==> config.mk <==
export PLATFORM = sky130hd
export DESIGN_NAME = uart_rx_deserializer
export DESIGN_NICKNAME = d
export VERILOG_FILES = /design/src/rtl/uart_rx_deserializer.sv
export SDC_FILE = /design/constraint.sdc
export NUM_CORES = 1
export LEC_CHECK = 0
export CAP_MARGIN = 20
export CORE_ASPECT_RATIO = 0.6
export CORE_UTILIZATION = 40
export CTS_CLUSTER_SIZE = 12
export DETAILED_ROUTE_END_ITERATION = 6
export DONT_BUFFER_PORTS = 1
export PLACE_DENSITY_LB_ADDON = 0.2
export SLEW_MARGIN = 10
export SYNTH_ARGS = -nofsm -noshare
export SYNTH_HDL_FRONTEND = slang
export SYNTH_SLANG_ARGS = --single-unit
==> constraint.sdc <==
create_clock -name clk -period 1.7 [get_ports clk]
set_clock_uncertainty 0.1 [all_clocks]
set_input_delay 0.17 -clock clk [delete_from_list [all_inputs] [get_ports clk]]
set_output_delay 0.17 -clock clk [all_outputs]
set_load 0.01 [all_outputs]
==> src/rtl/uart_rx_deserializer.sv <==
// UART 8N1 receiver: recovers bytes from an async idle-high serial line.
// Ports: clk, rst_n (sync, active-low), rx (line), dout (last good byte),
//   done_rx (1-cycle byte strobe), frame_err (1-cycle bad-stop strobe),
//   busy (receiver not idle).
module uart_rx_deserializer #(
    parameter int clk_freq = 1_000_000,
    parameter int baud     = 9600
) (
    input  logic       clk,
    input  logic       rst_n,
    input  logic       rx,
    output logic [7:0] dout,
    output logic       done_rx,
    output logic       frame_err,
    output logic       busy
);

    localparam int CPB = clk_freq / baud;
    localparam int CW  = $clog2(CPB);

    localparam logic [CW-1:0] HALF = CW'(CPB / 2 - 1);
    localparam logic [CW-1:0] LAST = CW'(CPB - 1);

    if (CPB < 4) begin : g_cpb_chk
        $error("uart_rx_deserializer: clk_freq/baud must be >= 4");
    end

    typedef enum logic [2:0] {
        IDLE,
        START,
        DATA,
        STOP,
        BRK
    } state_t;

    state_t        state;
    logic [CW-1:0] cnt;
    logic [2:0]    bit_idx;
    logic [7:0]    shift;
    logic          rx_q1;
    logic          rx_s;

    always_ff @(posedge clk) begin
        if (!rst_n) begin
            state     <= IDLE;
            cnt       <= '1;
            bit_idx   <= '1;
            shift     <= '1;
            rx_q1     <= 1'b1;
            rx_s      <= 1'b1;
            dout      <= '0;
            done_rx   <= 1'b0;
            frame_err <= 1'b0;
            busy      <= 1'b0;
        end else begin
            rx_q1     <= rx;
            rx_s      <= rx_q1;
            done_rx   <= 1'b0;
            frame_err <= 1'b0;

            unique case (state)
                IDLE: begin
                    if (!rx_s) begin
                        state <= START;
                        cnt   <= '0;
                        busy  <= 1'b1;
                    end
                end

                // Confirm the start bit at its midpoint; a short low
                // pulse is treated as noise.
                START: begin
                    if (cnt == HALF) begin
                        cnt <= '0;
                        if (!rx_s) begin
                            state   <= DATA;
                            bit_idx <= '0;
                        end else begin
                            state <= IDLE;
                            busy  <= 1'b0;
                        end
                    end else begin
                        cnt <= cnt + 1'b1;
                    end
                end

                DATA: begin
                    if (cnt == LAST) begin
                        shift[bit_idx] <= rx_s;
                        cnt            <= '0;
                        bit_idx        <= bit_idx + 1'b1;
                        if (bit_idx == 3'd7) begin
                            state <= STOP;
                        end
                    end else begin
                        cnt <= cnt + 1'b1;
                    end
                end

                // Decide at mid stop bit so the next start edge can be
                // caught without waiting out the rest of the stop bit.
                STOP: begin
                    if (cnt == LAST) begin
                        cnt <= '0;
                        if (rx_s) begin
                            dout    <= shift;
                            done_rx <= 1'b1;
                            state   <= IDLE;
                            busy    <= 1'b0;
                        end else begin
                            frame_err <= 1'b1;
                            state     <= BRK;
                        end
                    end else begin
                        cnt <= cnt + 1'b1;
                    end
                end

                // Held-low line: stay here until it returns high so a
                // break reports only one frame error.
                BRK: begin
                    if (rx_s) begin
                        state <= IDLE;
                        cnt   <= '0;
                        busy  <= 1'b0;
                    end
                end

                default: begin
                    state <= IDLE;
                    cnt   <= '0;
                    busy  <= 1'b0;
                end
            endcase
        end
    end

endmodule
==> impl_metrics.csv <==
group,metric,value,unit
die,die_w,84.5,um
finish,num-fill-cells,333,
worst_setup_path,r2r_end,"cnt[4]",
timing,rsz0062_at_grt,"true",
global_route,grt_overflow,0,
clock_network,insertion_delay,0.28,ns
timing,holdWs,0.205,ns
drt,route.detailed.drc,2,
clock_network,cts_tree,"built",
timing,maxSlewViolCount,0,
outcome,status,"complete, but fails checks",
worst_setup_path,worstReg2RegStart,"cnt[0]",
place,port_buffers,0,
synth,synth_edf_count,0,
drt,viasPerCell,5.72,
worst_hold_path,hold_path.class,"input pin to flop",
synth,syn_nets,189,
clock_network,cts_sinks,34,
worst_setup_path,critPathSlowestCell,"dfxtp_2",
timing,layout_min_cycle_time,1.65,ns
worst_setup_path,cp_cell_sequence,"ha_4 -> nor4b_4 -> buf_4 -> a2111oi_4 -> buf_6 -> nor2_4 -> o2111ai_1",
die,die_area,4360,sq um
job,max_cap_viol_count,0,
drt,post_drt_wl_per_cell,15.8,um
worst_setup_path,crit_buf_inv,2,
timing,clock.fmax,608,MHz
synth,ys_ff_latch,34,
worst_setup_path,critical_path.top_delay_family,"compound AO/OA/AOI/OAI gates",
synth,syn-cell-area,1640,sq um
timing,setup_viol,0,
place,dp_hpwl,2880,um
worst_hold_path,hold-path-cell-count,3,
power_and_ir_drop,ir_worst_vdd,446,uV
die,core-area,3790,sq um
finish,antenna_cells,0,
clock_network,htreeDepth,2,
worst_setup_path,reg2reg_depth,7,
die,io_pins,14,
drt,num_vias,1499,
finish,finalInstanceArea,2080,sq um
synth,ys_seq_area_share,41.6,%
synth,yosys_warnings,0,
worst_setup_path,rrSetupSlack,0.05,ns
worst_setup_path,slowest_delay,0.33,ns
timing,setup_ws,0.0545,ns
outcome,violations,"design-rule violations",
finish,drive_above_1_share,24.7,%
timing,worst_slew_pin_slew,0.918,ns
synth,synth.area.top_cells,"dfxtp_1 42%, nand2_1 6.7%, mux2i_1 6.1%, a211oi_1 3.7%, nand3_1 3.4%",
synth,syn_area_per_cell,8.94,sq um
worst_setup_path,start_kind,"flop",
synth,synth_cell_types,43,
clock_network,clk_pin_slew,0.07,ns
worst_setup_path,cp-end-kind,"flop",
finish,syn2layout_area_growth,27.5,%
drt,drt_iter0_drc,82,
worst_hold_path,holdPathEnd,"shift[7]",
die,die_h,51.5,um
global_route,grt_first_pass_wirelength,6730,um
place,dpl_worst_slack,0.00310,ns
finish,nets,220,
timing,slew_headroom,38.8,%
power_and_ir_drop,p_leak,0.802,nW
synth,yosysTopAreaCellShare,41.6,%
power_and_ir_drop,powerDensity,811,nW/um^2
synth,async_flop_share,0,%
global_route,antenna_found_initial,0,
clock_network,root_buffer,"clkbuf_8",
place,place_congestion,0.891,
die,start_util,43.2,%
drt,first_pass_iters,6,
worst_setup_path,arrival,1.75,ns
timing,tns,0,ns
clock_network,clk_path_buf_depth,2,
global_route,grt_pass1_vias,1376,
finish,layout.cells.most_common,"dfxtp_1",
die,row_count,17,
global_route,grt_start_max_net_pins,25,
worst_hold_path,min_from,"rst_n",
synth,synthCells,183,
worst_setup_path,crit_required,1.80,ns
synth,synth_top_area_cell,"dfxtp_1",
drt,routed_wirelength,4140,um
finish,layout_common_cells,"30 x dfxtp_1, 28 x nand2_1, 24 x buf_4, 11 x nand3_1",
global_route,grt_use_total,20.4,%
timing,period_share,96.8,%
worst_setup_path,crit_type,"flop to flop",
power_and_ir_drop,finalPower,1.69,mW
synth,synth-main-ff-cell,"dfxtp_1",
drt,drtAntennaViolNets,0,
clock_network,tritoncts.num_buffers,5,
timing,finalHoldViolCount,0,
place,place_area,1850,sq um
worst_setup_path,cp_max_fo,7,
worst reg2reg max path: cells and delay by family, from the launching register on:
family          cells  cell delay [ns]
compound gates      2             0.48
flops               1             0.33
buf+inv             2             0.33
simple gates        2             0.17
fa+ha+maj           1             0.16
synthesized netlist by cell type, types with 2 or more instances:
master and count:
a211oi_1 8, a21oi_1 6, a221o_1 2, a31oi_1 7
and2_1 3, and4_1 2, buf_2 3, clkbuf_1 4
dfxtp_1 34, ha_1 3, inv_1 6, mux2i_1 10
nand2_1 29, nand2b_1 4, nand3_1 11, nand4_1 3
nor2_1 11, nor2b_1 2, nor3_1 5, nor3b_1 2
o21ai_0 2, o21ai_1 4, o22ai_1 2
power by group:
part | switching [mW] | internal (mW) | total (mW)
clock network | 0.288 | 0.327 | 0.615
registers | 0.0265 | 0.819 | 0.846
logic | 0.124 | 0.106 | 0.230
total | 0.438 | 1.25 | 1.69
cell type report:
cell class                 count  area, sq um  area share [%]
clock buffer                   7         86.3            4.14
multi-input combinational    135          952            45.7
sequential                    34          686            32.9
inverter                       6         22.5            1.08
tap                           47         58.8            2.82
clock inverter                 1         5.00           0.240
timing repair buffer          32          274            13.1
kinds of logic (layout without fill, tap and decap cells):
family | count (synthesis) | after routing | synth area share [%]
compound gates | 40 | 40 | 18.1
xor+xnor | 1 | 1 | 0.536
fa+ha+maj | 3 | 3 | 2.30
buf+inv | 14 | 46 | 3.67
flops | 34 | 34 | 41.6
mux | 10 | 10 | 6.12
simple gates | 81 | 81 | 27.7
metrics by stage:
stage | instances | utilization, %
6_report | 262 | 55.1
5_1_grt | 262 | 55.1
4_1_cts | 259 | 53.0
3_5_place_dp | 245 | 48.8
3_3_place_gp | 245 | 48.8
2_1_floorplan | 183 | -
flip-flops by register name, indices dropped and copies added (netlist names):
signal     count
dout           8
shift          8
cnt            7
bit_idx        3
state          3
busy           1
done_rx        1
frame_err      1
rx_q1          1
rx_s           1
per-layer routing:
metal / up-vias / global-route usage (%) / wire length (um)
met5: - / 0 / 0
met3: 2 / 5.71 / 318
li1: 733 / - / -
met2: 45 / 29.0 / 1740
met4: 0 / 6.50 / 16
met1: 719 / 29.7 / 2060
repair_timing:
item                                    4_1_cts  5_1_grt
hold buffers                                  6        0
hold endpoints to repair                     23        0
setup buffers                                 0        3
endpoints found under the setup margin        2       10
pin swaps                                     1        7
gates resized for setup                       1       14
worst max path at each step:
stage	start	endpoint	cells after the start
2_1_floorplan	cnt[0]	bit_idx[1]	5
4_1_cts	rst_n	busy	3
6_report	cnt[0]	cnt[4]	7
3_3_place_gp	cnt[1]	bit_idx[2]	5
3_5_place_dp	cnt[1]	bit_idx[2]	5
5_1_grt	cnt[0]	cnt[0]	7
Note: power is estimated with default switching activity, not from simulation.
